==> src/rtl/noc_rx_interface.sv <==
// NoC receive interface: reassembles head/body/tail flits into a packet and holds it for the
// consumer, flagging protocol errors with a strobe, a sticky cause code and counters.
module noc_rx_interface #(
    parameter int unsigned DATA_WIDTH    = 32,
    parameter int unsigned TYPE_WIDTH    = 2,
    parameter int unsigned FlitPerPacket = 6,
    localparam int unsigned PW           = DATA_WIDTH - TYPE_WIDTH
) (
    input  logic                        clk,
    input  logic                        rst,
    input  logic [DATA_WIDTH-1:0]       data_in,
    input  logic                        valid_in,
    output logic                        ready_in,
    output logic [FlitPerPacket*PW-1:0] pkt_data,
    output logic                        pkt_valid,
    input  logic                        pkt_ready,
    output logic                        err_pulse,
    output logic [2:0]                  err_code,
    output logic [15:0]                 pkt_count,
    output logic [7:0]                  err_count
);

    localparam int unsigned IW = $clog2(FlitPerPacket);
    localparam logic [IW-1:0] LastIdx = IW'(FlitPerPacket - 1);

    localparam logic [TYPE_WIDTH-1:0] TypeHead = TYPE_WIDTH'(1);
    localparam logic [TYPE_WIDTH-1:0] TypeBody = TYPE_WIDTH'(2);
    localparam logic [TYPE_WIDTH-1:0] TypeTail = TYPE_WIDTH'(3);

    localparam logic [2:0] ErrNoHead  = 3'd1;
    localparam logic [2:0] ErrReHead  = 3'd2;
    localparam logic [2:0] ErrShort   = 3'd3;
    localparam logic [2:0] ErrLong    = 3'd4;
    localparam logic [2:0] ErrIllegal = 3'd5;

    typedef enum logic [1:0] {StIdle, StCollect, StHold} state_e;

    state_e                      state_q, state_d;
    logic [IW-1:0]               idx_q, idx_d;
    logic [FlitPerPacket*PW-1:0] data_q, data_d;
    logic                        err_pulse_q, err_pulse_d;
    logic [2:0]                  err_code_q, err_code_d;
    logic [15:0]                 pkt_count_q, pkt_count_d;
    logic [7:0]                  err_count_q, err_count_d;

    logic [TYPE_WIDTH-1:0] flit_type;
    logic [PW-1:0]         payload;
    logic                  accept;
    logic                  err_hit;
    logic [2:0]            err_val;

    assign flit_type = data_in[DATA_WIDTH-1 -: TYPE_WIDTH];
    assign payload   = data_in[PW-1:0];
    assign accept    = valid_in && (state_q != StHold);

    always_ff @(posedge clk or negedge rst) begin
        if (!rst) begin
            state_q     <= StIdle;
            idx_q       <= '0;
            data_q      <= '0;
            err_pulse_q <= 1'b0;
            err_code_q  <= '0;
            pkt_count_q <= '0;
            err_count_q <= '0;
        end else begin
            state_q     <= state_d;
            idx_q       <= idx_d;
            data_q      <= data_d;
            err_pulse_q <= err_pulse_d;
            err_code_q  <= err_code_d;
            pkt_count_q <= pkt_count_d;
            err_count_q <= err_count_d;
        end
    end

    always_comb begin
        state_d     = state_q;
        idx_d       = idx_q;
        data_d      = data_q;
        err_pulse_d = 1'b0;
        err_code_d  = err_code_q;
        pkt_count_d = pkt_count_q;
        err_count_d = err_count_q;
        err_hit     = 1'b0;
        err_val     = '0;

        unique case (state_q)
            StIdle: begin
                if (accept) begin
                    if (flit_type == TypeHead) begin
                        data_d[PW-1:0] = payload;
                        idx_d          = IW'(1);
                        state_d        = StCollect;
                    end else if (flit_type == TypeBody || flit_type == TypeTail) begin
                        err_hit = 1'b1;
                        err_val = ErrNoHead;
                    end else begin
                        err_hit = 1'b1;
                        err_val = ErrIllegal;
                    end
                end
            end
            StCollect: begin
                if (accept) begin
                    if (flit_type == TypeHead) begin
                        // Abandon the partial packet and restart from this head.
                        data_d[PW-1:0] = payload;
                        idx_d          = IW'(1);
                        err_hit        = 1'b1;
                        err_val        = ErrReHead;
                    end else if (flit_type == TypeBody) begin
                        if (idx_q < LastIdx) begin
                            data_d[idx_q*PW +: PW] = payload;
                            idx_d                  = idx_q + IW'(1);
                        end else begin
                            idx_d   = '0;
                            state_d = StIdle;
                            err_hit = 1'b1;
                            err_val = ErrLong;
                        end
                    end else if (flit_type == TypeTail) begin
                        if (idx_q == LastIdx) begin
                            data_d[idx_q*PW +: PW] = payload;
                            state_d                = StHold;
                        end else begin
                            idx_d   = '0;
                            state_d = StIdle;
                            err_hit = 1'b1;
                            err_val = ErrShort;
                        end
                    end else begin
                        err_hit = 1'b1;
                        err_val = ErrIllegal;
                    end
                end
            end
            StHold: begin
                if (pkt_ready) begin
                    idx_d       = '0;
                    state_d     = StIdle;
                    pkt_count_d = pkt_count_q + 16'd1;
                end
            end
            default: state_d = StIdle;
        endcase

        if (err_hit) begin
            err_pulse_d = 1'b1;
            err_code_d  = err_val;
            if (err_count_q != 8'hFF) begin
                err_count_d = err_count_q + 8'd1;
            end
        end
    end

    // rst gates ready_in so no flit is offered a handshake while the block is held in reset.
    always_comb begin
        ready_in  = rst && (state_q != StHold);
        pkt_valid = (state_q == StHold);
    end

    assign pkt_data  = data_q;
    assign err_pulse = err_pulse_q;
    assign err_code  = err_code_q;
    assign pkt_count = pkt_count_q;
    assign err_count = err_count_q;

endmodule

==> config.mk <==
export PLATFORM = sky130hd
export DESIGN_NAME = noc_rx_interface
export DESIGN_NICKNAME = d
export VERILOG_FILES = /design/src/rtl/noc_rx_interface.sv
export SDC_FILE = /design/constraint.sdc
export NUM_CORES = 1
export LEC_CHECK = 0
export BUFFER_PORTS_ARGS = -buffer_cell sky130_fd_sc_hd__buf_2
export CORE_UTILIZATION = 30
export CTS_CLUSTER_SIZE = 14
export DETAILED_ROUTE_END_ITERATION = 7
export GPL_TIMING_DRIVEN = 0
export HOLD_SLACK_MARGIN = 0.02
export MAX_ROUTING_LAYER = met4
export SLEW_MARGIN = 20
export SYNTH_ARGS = -nofsm -noshare
export SYNTH_HDL_FRONTEND = slang
export SYNTH_SLANG_ARGS = --single-unit
export TNS_END_PERCENT = 50
==> constraint.sdc <==
create_clock -name clk -period 5.4 [get_ports clk]
set_input_delay 0.54 -clock clk [delete_from_list [all_inputs] [get_ports clk]]
set_output_delay 0.54 -clock clk [all_outputs]
set_load 0.005 [all_outputs]
==> metrics.yaml <==
status: "finished clean"
use_met3_pct: 6.43
clock_tree.htree_level_count: 1
clkSinkCount: 213
floorplan.die.height_um: 218
max_clock_freq_mhz: 190
grt_first_pass_wirelength_um: 98700
seqPwrFrac_pct: 17.5
final-setup-viol-count: 0
synth.distinct_cells: 98
share_of_synthesized_flip_flops_with_an_asynchronous_set_or_reset_pct: 100
tritoncts_clock_tree: "done"
post_synth.cell_area_avg_um2: 9.93
place_ws_ns: -0.887
detailed_place_hpwl_um: 54500
yosys_reg_bits: 213
total_power_w: 0.0121
layout-drive-gt1-share_pct: 35.9
slew_violations: 0
worst_ir_drop_vdd_v: 0.000274
crit_type: "register to register"
synthCells: 1404
die_footprint_um2: 47300
setup_slack_ns: 0.145
sw_frac_of_total_pct: 55.0
synth-seq-area-share_pct: 38.2
globalRoute.totalOverflow: 0
core_area_um2: 45600
global_route.usage.met2_pct: 44.8
required_ns: 5.84
power.share.combinational_pct: 66.4
global_route.peak_usage_layer: "met2"
worstMarginPinSlew_ns: 1.20
final_antenna_net_count: 0
power_density_nw_per_um2: 703
detailedRoute.firstPassIterationCount: 7
slew_headroom_pct: 19.3
layout-area-overhead-vs-synth_pct: 23.0
yosys_warn_count: 0
layout_commonest_cell: "sky130_fd_sc_hd__buf_2"
postLayoutCoreUtil_pct: 37.6
groute.layer.met1.usage_pct: 38.2
rsz0062_at_grt: "false"
finalNetCount: 1750
synth.largest_area_cell: "sky130_fd_sc_hd__dfrtp_1"
final.fill_count: 4646
total_detailed_routing_wirelength_um: 69500
clock_path_buffers: 3
post_drt_wl_per_cell_um: 30.0
setup.worst_path.end_class: "register"
most-common-layout-cells: "sky130_fd_sc_hd__buf_2 (279), sky130_fd_sc_hd__dfrtp_1 (213), sky130_fd_sc_hd__mux2_2 (160)"
maximum_number_of_pins_on_one_net_before_global_route_repair: 100
synthesis.nets: 1461
finalClockSkew_ns: 0.0130
dominant_synthesized_flop_cell: "sky130_fd_sc_hd__dfrtp_1"
start_util_pct: 30.6
viasPerCell: 5.98
setup.worst_path.start_class: "register"
die_span_in_x_um: 218
final-hold-violation-count: 0
hp-class: "input pin to register"
ios: 246
ys_top_cells_by_area: "sky130_fd_sc_hd__dfrtp_1 (38%), sky130_fd_sc_hd__mux2_2 (13%), sky130_fd_sc_hd__mux4_2 (4.2%)"
gp_routability_congestion: 1.04
route.vias.total: 13800
cp.arrival_ns: 5.69
aggregate_global_route_resource_usage_pct: 29.7
static-leakage-power_nw: 8.06
max_cap_viol_count: 0
syn-cell-area_um2: 13900
portBuffers: 245
drcViolationCount: 0
final_min_period_over_clock_period_pct: 97.3
first_iter_violations: 1427
cts_made_buffers: 26
path_max_fanout: 10
synth_edf_count: 0
floorplan.rows: 78
layout_min_cycle_time_ns: 5.26
netlist.area_leader.share_pct: 38.2
clk_transition_reported_paths_ns: 0.06
cell_internal_pwr_w: 0.00542
cts_root_buffer: "sky130_fd_sc_hd__clkbuf_16"
share_of_total_power_in_the_clock_network_pct: 16.1
net_load_switching_power_w: 0.00664
number_of_antenna_violations_at_the_first_check_in_global_routing: 2
worst_skew_pair_later_pin_latency_ns: 0.56
number_of_global_route_vias_before_repair: 13800
## critical path, stage by stage (launching register included)
cell and delay, ns:
sky130_fd_sc_hd__dfrtp_1 0.44, sky130_fd_sc_hd__clkbuf_4 0.28, sky130_fd_sc_hd__clkbuf_4 0.28, sky130_fd_sc_hd__clkinvlp_4 0.23, sky130_fd_sc_hd__fa_1 0.48, sky130_fd_sc_hd__buf_4 0.21
sky130_fd_sc_hd__a21oi_1 0.18, sky130_fd_sc_hd__a21oi_1 0.16, sky130_fd_sc_hd__nor2_2 0.23, sky130_fd_sc_hd__nor3_1 0.08, sky130_fd_sc_hd__ha_2 0.49, sky130_fd_sc_hd__buf_2 0.35
sky130_fd_sc_hd__clkbuf_4 0.35, sky130_fd_sc_hd__nand3_1 0.31, sky130_fd_sc_hd__o22ai_1 0.24, sky130_fd_sc_hd__nand4_1 0.34, sky130_fd_sc_hd__mux2_2 0.43
## path summary, 6_finish.rpt
path | from | endpoint | slack [ns] | cells after the start
hold / removal | data_in[16] | pkt_data[16] | 0.29 | 2
min in group asynchronous | rst | pkt_data[108] | 0.43 | 2
setup reg to reg | idx_q[0] | pkt_data[147] | 0.14 | 16
max in group asynchronous | rst | pkt_count[5] | 4.20 | 3
hold reg to reg | pkt_count[15] | pkt_count[15] | 0.48 | 1
setup / recovery | idx_q[0] | pkt_data[147] | 0.14 | 16
## routing by layer
metal  wire length, µm  share of wire, %  vias up
met3              6480               9.3      189
met5                 0                 0        -
met2             30900                44      843
met1             28600                41     6964
li1                  -                 -     5853
met4              3450               5.0        0
## flip-flops by register name (all words and copies together), names as in the netlist
name / flops
pkt_data: 180
err_code: 3
idx_q: 3
state_q: 2
err_pulse: 1
err_count: 8
pkt_count: 16
## timing repair
action                                  CTS  global route
hold endpoints to repair                 24             0
hold buffers                              1             0
buffers inserted                          6             7
endpoints found under the setup margin  135           128
resized for setup                        12            20
pin swaps                                 2             0
## cell usage after synthesis (25+ instances only)
cell and n:
sky130_fd_sc_hd__mux2_2 160, sky130_fd_sc_hd__o22ai_1 41, sky130_fd_sc_hd__nand3_1 61, sky130_fd_sc_hd__dfrtp_1 213
sky130_fd_sc_hd__o21ai_0 63, sky130_fd_sc_hd__a31oi_1 26, sky130_fd_sc_hd__mux2i_1 28, sky130_fd_sc_hd__nand2_1 128
sky130_fd_sc_hd__nor3_1 30, sky130_fd_sc_hd__inv_1 25, sky130_fd_sc_hd__clkbuf_1 34, sky130_fd_sc_hd__buf_2 37
sky130_fd_sc_hd__a21oi_1 49, sky130_fd_sc_hd__mux4_2 26, sky130_fd_sc_hd__nor2_1 121
## cell families after synthesis
kind of cell	count (synthesis)	synth area share [%]
AO/OA/AOI/OAI	349	17.7
buffers and inverters	114	3.83
multiplexers	218	19.5
adder cells (fa/ha/maj)	21	2.05
AND/OR/NAND/NOR	456	16.2
flip-flops	213	38.2
XOR/XNOR	33	2.45
## power groups by stage
stage / combinational, W / clock [W] / sequential [W]
floorplan: 0.00426 / 0 / 0.00213
global placement: 0.00763 / 0 / 0.00212
detailed placement: 0.00762 / 0 / 0.00214
CTS: 0.00766 / 0.00197 / 0.00211
global route: 0.00823 / 0.00204 / 0.00214
finish: 0.00801 / 0.00194 / 0.00211
## through the flow
step | instance area (µm²) | cells | TNS, ns | hold slack, ns
after detailed placement | 16000 | 2252 | -27.76 | 0.406
after global placement | 15900 | 2249 | -19.11 | 0.458
after CTS | 17000 | 2306 | -0.0437 | 0.263
after floorplan | 13900 | 1404 | 0 | 0.244
after global routing | 17100 | 2314 | 0 | 0.279
final | 17100 | 2314 | 0 | 0.293
## cell type report
class                           count  area (µm²)  area share (%)
Tap cell                          600         751            4.38
Sequential cell                   213        5330            31.1
Inverter                           25        97.6           0.569
Timing Repair Buffer              262        1410            8.20
Clock buffer                       35         714            4.17
Multi-Input combinational cell   1077        8150            47.5
Buffer                             88         460            2.69
Antenna cell                        1        2.50          0.0146
Clock inverter                     13         236            1.38
(Power assumes the default switching activity.)
